--- src/rtl/load_store_unit.sv ---
// Load/store unit: turns one memory instruction from execute into a single
// data-memory transaction and delivers sign/zero-extended load results to writeback.
module load_store_unit #(
  parameter int DATA_WIDTH    = 32,
  parameter int ADDRESS_WIDTH = 5
) (
  input  logic                     clk,
  input  logic                     rst,
  input  logic                     start,
  input  logic                     is_store,
  input  logic [2:0]               funct3,
  input  logic [DATA_WIDTH-1:0]    addr,
  input  logic [DATA_WIDTH-1:0]    store_data,
  input  logic [ADDRESS_WIDTH-1:0] rd,
  output logic                     mem_req,
  output logic                     mem_we,
  output logic [DATA_WIDTH-1:0]    mem_addr,
  output logic [DATA_WIDTH-1:0]    mem_wdata,
  output logic [3:0]               mem_wstrb,
  input  logic                     mem_ready,
  input  logic [DATA_WIDTH-1:0]    mem_rdata,
  output logic                     busy,
  output logic                     done,
  output logic                     fault,
  output logic                     wb_we,
  output logic [ADDRESS_WIDTH-1:0] wb_rd,
  output logic [DATA_WIDTH-1:0]    wb_data,
  output logic [1:0]               dbg_state
);

  typedef enum logic [1:0] {IDLE = 2'd0, REQ = 2'd1, DONE = 2'd2, ERR = 2'd3} state_t;

  state_t                   state, state_next;
  logic                     is_store_q;
  logic [2:0]               funct3_q;
  logic [DATA_WIDTH-1:0]    addr_q;
  logic [DATA_WIDTH-1:0]    store_data_q;
  logic [ADDRESS_WIDTH-1:0] rd_q;
  logic [ADDRESS_WIDTH-1:0] wb_rd_q;
  logic [DATA_WIDTH-1:0]    wb_data_q;
  logic                     misaligned, bad_op, illegal;
  logic [DATA_WIDTH-1:0]    lane;
  logic [DATA_WIDTH-1:0]    load_ext;

  // Handshake: mem_req is high for every REQ cycle with fixed attributes; the
  // transfer happens in the cycle mem_ready is also high (read data valid then).
  always_comb begin
    misaligned = 1'b0;
    case (funct3[1:0])
      2'b01:   misaligned = addr[0];
      2'b10:   misaligned = (addr[1:0] != 2'b00);
      default: misaligned = 1'b0;
    endcase
    if (is_store) bad_op = funct3[2] || (funct3[1:0] == 2'b11);
    else          bad_op = (funct3[1:0] == 2'b11) || (funct3 == 3'b110);
    illegal = misaligned || bad_op;
  end

  always_ff @(posedge clk) begin
    if (rst) state <= IDLE;
    else     state <= state_next;
  end

  always_comb begin
    state_next = state;
    case (state)
      IDLE:    if (start) state_next = illegal ? ERR : REQ;
      REQ:     if (mem_ready) state_next = DONE;
      DONE:    state_next = IDLE;
      ERR:     state_next = IDLE;
      default: state_next = IDLE;
    endcase
  end

  always_ff @(posedge clk) begin
    if (rst) begin
      is_store_q   <= 1'b0;
      funct3_q     <= 3'b000;
      addr_q       <= '0;
      store_data_q <= '0;
      rd_q         <= '0;
    end else if (state == IDLE && start) begin
      is_store_q   <= is_store;
      funct3_q     <= funct3;
      addr_q       <= addr;
      store_data_q <= store_data;
      rd_q         <= rd;
    end
  end

  // Select the addressed lane by shifting it down to bit 0, then extend.
  always_comb begin
    lane = mem_rdata >> {addr_q[1:0], 3'b000};
    case (funct3_q)
      3'b000:  load_ext = {{(DATA_WIDTH-8){lane[7]}}, lane[7:0]};
      3'b001:  load_ext = {{(DATA_WIDTH-16){lane[15]}}, lane[15:0]};
      3'b100:  load_ext = {{(DATA_WIDTH-8){1'b0}}, lane[7:0]};
      3'b101:  load_ext = {{(DATA_WIDTH-16){1'b0}}, lane[15:0]};
      default: load_ext = lane;
    endcase
  end

  always_ff @(posedge clk) begin
    if (rst) begin
      wb_rd_q   <= '0;
      wb_data_q <= '0;
    end else if (state == REQ && mem_ready && !is_store_q) begin
      wb_rd_q   <= rd_q;
      wb_data_q <= load_ext;
    end
  end

  always_comb begin
    mem_req   = 1'b0;
    mem_we    = 1'b0;
    mem_addr  = '0;
    mem_wdata = '0;
    mem_wstrb = 4'b0000;
    done      = 1'b0;
    fault     = 1'b0;
    wb_we     = 1'b0;
    busy      = (state != IDLE);
    dbg_state = state;
    case (state)
      REQ: begin
        mem_req  = 1'b1;
        mem_we   = is_store_q;
        mem_addr = {addr_q[DATA_WIDTH-1:2], 2'b00};
        if (is_store_q) begin
          case (funct3_q[1:0])
            2'b00: begin
              mem_wstrb = 4'b0001 << addr_q[1:0];
              mem_wdata = {(DATA_WIDTH/8){store_data_q[7:0]}};
            end
            2'b01: begin
              mem_wstrb = addr_q[1] ? 4'b1100 : 4'b0011;
              mem_wdata = {(DATA_WIDTH/16){store_data_q[15:0]}};
            end
            default: begin
              mem_wstrb = 4'b1111;
              mem_wdata = store_data_q;
            end
          endcase
        end
      end
      DONE: begin
        done  = 1'b1;
        wb_we = !is_store_q && (rd_q != '0);
      end
      ERR: begin
        done  = 1'b1;
        fault = 1'b1;
      end
      default: ;
    endcase
  end

  assign wb_rd   = wb_rd_q;
  assign wb_data = wb_data_q;

endmodule

--- config.mk ---
export PLATFORM = sky130hd
export DESIGN_NAME = load_store_unit
export DESIGN_NICKNAME = d
export VERILOG_FILES = /design/src/rtl/load_store_unit.sv
export SDC_FILE = /design/constraint.sdc
export NUM_CORES = 1
export LEC_CHECK = 0
export CAP_MARGIN = 20
export CELL_PAD_IN_SITES_DETAIL_PLACEMENT = 2
export CELL_PAD_IN_SITES_GLOBAL_PLACEMENT = 2
export CORE_ASPECT_RATIO = 0.9
export CORE_MARGIN = 2
export CORE_UTILIZATION = 23
export DETAILED_ROUTE_END_ITERATION = 7
export GPL_TIMING_DRIVEN = 0
export MAX_ROUTING_LAYER = met4
export PLACE_DENSITY = 0.9
export SLEW_MARGIN = 20
export SYNTH_ARGS = -nofsm -noshare
export SYNTH_HDL_FRONTEND = slang
export SYNTH_SLANG_ARGS = --single-unit
--- constraint.sdc ---
create_clock -name clk -period 1.9 [get_ports clk]
set_input_delay 0.38 -clock clk [delete_from_list [all_inputs] [get_ports clk]]
set_output_delay 0.38 -clock clk [all_outputs]
set_load 0.05 [all_outputs]
# Word level (Yosys, flattened, before mapping)
# Index checks and enable logic that the tools add are counted.
# op_classes
muxes	20
reduce_logical	16
eq_ne	13
n_shift	2
# ops
operator	n
$pmux W32 S4	1
$mux W32	3
$pmux W32 S2	1
$shr A32 B5 Y32	1
$mux W4	3
$eq A3 B3 Y1 const B	3
$eq A2 B2 Y1 const B	4
$pmux W4 S2	1
$eq A2 B1 Y1 const B	3
$mux W1	6
$mux W2	3
$pmux W2 S3	1
$reduce_bool A5 Y1	1
$logic_and A1 B1 Y1	4
$logic_not A2 Y1	2
$ne A2 B2 Y1 const B	2
$reduce_bool A2 Y1	2
$shl A1 B2 Y4 const A	1
$eq A3 B1 Y1 const B	1
$logic_not A3 Y1	1
$logic_or A1 B1 Y1	3
$pmux W1 S2	1
$reduce_and A2 Y1	1
$reduce_or A2 Y1	1
$logic_not A1 Y1	1
# totals
register_bits	112

# Longest topological paths before layout
# logic_depth
depth_word	7
mapped_depth	7
ltp_nobuf	6

# Least setup slack after synthesis
# OpenSTA, ideal clock, no wires.
# synth_timing
path_kind	register to output
start	register state[1], in the netlist dbg_state[1]
end	output port wb_we
arrival_ns	2.500
t_required_ns	1.520
stages_incl_launch_ff	3
path_slack_ns	-0.980
path_buffers	1
cell_sequence	dfxtp_1 -> buf_2 -> nor4b_1
# synth_via
elab_chain_len	2
# synth_lines
item	line_no	rtl
from (decl)	33	state_t state, state_next;
from (signal assigned)	61	else state <= state_next;
$eq A2 B2 Y1	124	case (state)
$mux W1	124	
to (decl)	25	output logic wb_we,
# Every way passes these cells.

# Worst setup path in the final report
# layout_timing
start	register state[0], in the netlist dbg_state[0]
end	output port mem_wdata[24]
# layout_via
elab_chain_len	2
# layout_lines
item	line_no	rtl
$eq A2 B1 Y1	124	
$mux W32	124	
to (decl)	18	output logic [DATA_WIDTH-1:0] mem_wdata,
# Every way passes these cells.

==> impl_results.md <==
- Clock Skew: 0.007663 ns
- Drt drc: 0
- Critical path depth: 7
- Commonest cells after routing, fill and taps aside: nand2_1 (199), clkdlybuf4s50_1 (107), dfxtp_1 (105), a21oi_1 (89), buf_6 (46)
- Buffers on Ports: 218
- Filler-free cell count of the finished design: 1258
- Post-synth cell types: 44
- Gr usage total: 0.2168
- Final GP Congestion: 0.8586
- Post-synthesis mux area share: 0.08048
- Worst Setup Path Type: register to primary output
- Starting density of the core: 0.2324
- Final Routed Wirelength: 26060 um
- FMAX: 488.8 MHz
- Worst reg2reg endpoint: wb_data[27]$_SDFFE_PP0P_
- Fin. max-slew vios: 0
- Yosys warns: 0
- R2R Setup Slk: 0.08 ns
- Buf/Inv on CP: 4
- Die height: 149.1 um
- Adder-cell share of the synthesized area: 0.006978
- Clock-pin slew on the worst setup and hold paths: 0.07 ns
- Register area: 2261 um^2
- Post-DR wirelength/cell: 20.71 um
- Peak VDD IR: 0.4121 mV
- Largest family of logic cells by synthesized area: simple AND/OR/NAND/NOR gates
- Failing checks: negative setup slack
- # fillers: 2592
- XOR/XNOR Fraction of Synth Area: 0.001628
- Compound-Gate Fraction of Synth Area: 0.1759
- Initial DRC count: 255
- Worst path arrival time: 1.67 ns
- Avg Cell Area, Syn: 7.640 um^2
- Async SR Flop Fraction: 0
- Area Growth Syn to Fin: 72.44%
- Mapped Cells: 704
- Detailed Place HPWL: 19100 um
- First-pass GRT wire length: 38990 um
- Die X: 165.2 um
- CP startpoint kind: register
- Die area: 24630 um^2
- Commonest non-fill, non-tap cell in the layout: nand2_1
- Hold Vio Cnt, Final: 0
- Largest net degree at the start of global routing: 19
- Simple-Gate Fraction of Synth Area: 0.2610
- Clk buf depth: 2
- CTS tree: yes
- CTS H-tree depth: 3
- Final WS setup: -0.1459 ns
- Slowest stage delay, CP: 0.35 ns
- R2r worst-path depth: 6
- Worst-skew pair later-pin latency: 0.36 ns
- Root Driver: clkbuf_16
- CP max-delay cell: dfxtp_4
- Hold WC Path Type: register to register
- Final Cycle Share: 1.077
- Worst path required time: 1.52 ns
- Remaining global-route overflow: 0
- Yosys reg bits: 112
- RSZ-0062 raised after global routing: true
- Iteration count of the initial detailed-routing pass: 4
- Multi-input gate area: 3329 um^2
- Num CTS Buffers: 9
- Endpoints failing setup: 48
- CP endpoint: mem_wdata[24]
- CP cell instances: nor2b_4 > buf_6 > nand2_8 > clkbuf_16 > buf_16 > nor2_4 > buf_8
- Number of synthesized flops with an enable pin: 0
- Slew Limit Headroom: 0.4767
- NumNets Final: 1062
- Utilization after layout: 0.4008
- RR Startpoint: addr_q[1]$_SDFFE_PP0P_
- Final worst path period need: 2.046 ns
- Vias post-DR: 5971
- Antenna Nets Post-Route: 0
- CTS Sinks: 112
- Io pins: 222
- Status: finished with violations
- Pwr per Cell Area: 681.9 nW/um^2
- Share of cells above drive strength 1: 0.2848
- Leakage: 3.548 nW
- Vias per std cell: 4.746
- Core area: 23140 um^2
- Worst slew pin tran: 0.7850 ns
- Initial antenna violation count: 1
- Maxcap violations: 0
- Setup crit end kind: primary output
- Row count: 53
- Mapped cell area: 5379 um^2
- Origin of the worst setup path: dbg_state[0]$_SDFFE_PP0P_
- Synth Flop Type: dfxtp_1
- Setup TNS: -3.859 ns
- Sequential fraction of the synthesis area: 0.4168
- Worst Path Max Fanout: 6
- Vias in the first global route: 6680
- Critical path's top delay family: buffers and inverters
- Hold-fix buffers, CTS: 0
- Dpl cells: 1225
cell usage after synthesis (all sizes together) (2+ instances only):
cell type | n | area, um^2
or2 | 11 | 68.82
and2 | 31 | 193.9
clkbuf | 34 | 127.6
inv | 4 | 15.01
mux2 | 8 | 90.09
nor3 | 2 | 10.01
o21ai | 4 | 20.01
o211ai | 7 | 52.55
a21oi | 107 | 535.5
nor2b | 2 | 12.51
o22ai | 8 | 63.81
and3 | 8 | 50.05
dfxtp | 112 | 2242
buf | 27 | 161.4
o2bb2ai | 6 | 52.55
a211oi | 17 | 177.7
mux2i | 32 | 320.3
ha | 3 | 37.54
nor2 | 60 | 227.7
nand2b | 7 | 43.79
nand2 | 200 | 750.7
report_power, final:
group | total (W) | switching, W | internal (W)
clock | 0.00192 | 0.000975 | 0.000942
sequential | 0.00263 | 0.000133 | 0.00250
combinational | 0.00177 | 0.00103 | 0.000742
total | 0.00633 | 0.00214 | 0.00418
area by class of cell:
cell class,count,area share
well taps,302,0.04074
clock buffers,11,0.02617
clock inverters,5,0.004317
inverters,4,0.002023
multi-input cells,528,0.3590
plain buffers,58,0.05720
repair buffers,237,0.2666
diodes,1,0.0002698
flip-flops and latches,112,0.2438
metal layers:
metal	global-route usage	vias up	routed length (um)
li1	-	2833	-
met1	0.2582	2943	10930
met2	0.3735	174	13160
met3	0.05393	21	1697
met4	0.03913	0	272
met5	-	-	0
worst min-delay path, delay by kind of cell (launching register included):
kind	cells	cell delay, ns
DFF	1	0.31
AOI/OAI and AO/OA	1	0.05
and+or+nand+nor	1	0.05
worst min-delay path by stage:
stage / startpoint / endpoint / depth (start not counted)
global placement: addr_q[6]$_SDFFE_PP0P_ / addr_q[6]$_SDFFE_PP0P_ / 2
CTS: addr_q[29]$_SDFFE_PP0P_ / addr_q[29]$_SDFFE_PP0P_ / 2
floorplan: addr_q[22]$_SDFFE_PP0P_ / addr_q[22]$_SDFFE_PP0P_ / 2
detailed placement: addr_q[29]$_SDFFE_PP0P_ / addr_q[29]$_SDFFE_PP0P_ / 2
global route: addr_q[3]$_SDFFE_PP0P_ / addr_q[3]$_SDFFE_PP0P_ / 2
finish: addr_q[29]$_SDFFE_PP0P_ / addr_q[29]$_SDFFE_PP0P_ / 2
flip-flops by register name (all words and copies together), names as in the netlist:
| signal | flops |
|---|---|
| funct3_q | 3 |
| store_data_q | 32 |
| wb_data | 32 |
| addr_q | 32 |
| is_store_q | 1 |
| wb_rd | 5 |
| rd_q | 5 |
| dbg_state | 2 |
metrics by stage:
stage,total power (W),hold slack (ns),area [um^2],setup slack [ns]
floorplan,0.003553,0.4317,5640,-0.02476
detailed placement,0.004254,0.4484,8200,-1.285
global placement,0.004191,0.4385,8200,-1.219
global route,0.006649,0.4793,9275,-0.1963
CTS,0.006316,0.4614,9050,-0.2738
finish,0.006325,0.4568,9275,-0.1459
what timing repair did:
action                                  in CTS  in global routing
endpoints found under the setup margin     144                 93
pin swaps                                   16                  6
gates cloned                                 5                  1
setup buffers                                9                  5
resized for setup                          628                 60
hold endpoints to repair                     0                  0
logic make-up after synthesis:
group                      count (synthesis)
other                                      1
muxes                                     41
buffers and inverters                     65
AOI/OAI and AO/OA                        154
adders and majority gates                  3
and+or+nand+nor                          327
DFF                                      112
xor gates and xnor gates                   1
Note: power is estimated with default switching activity, not from simulation.
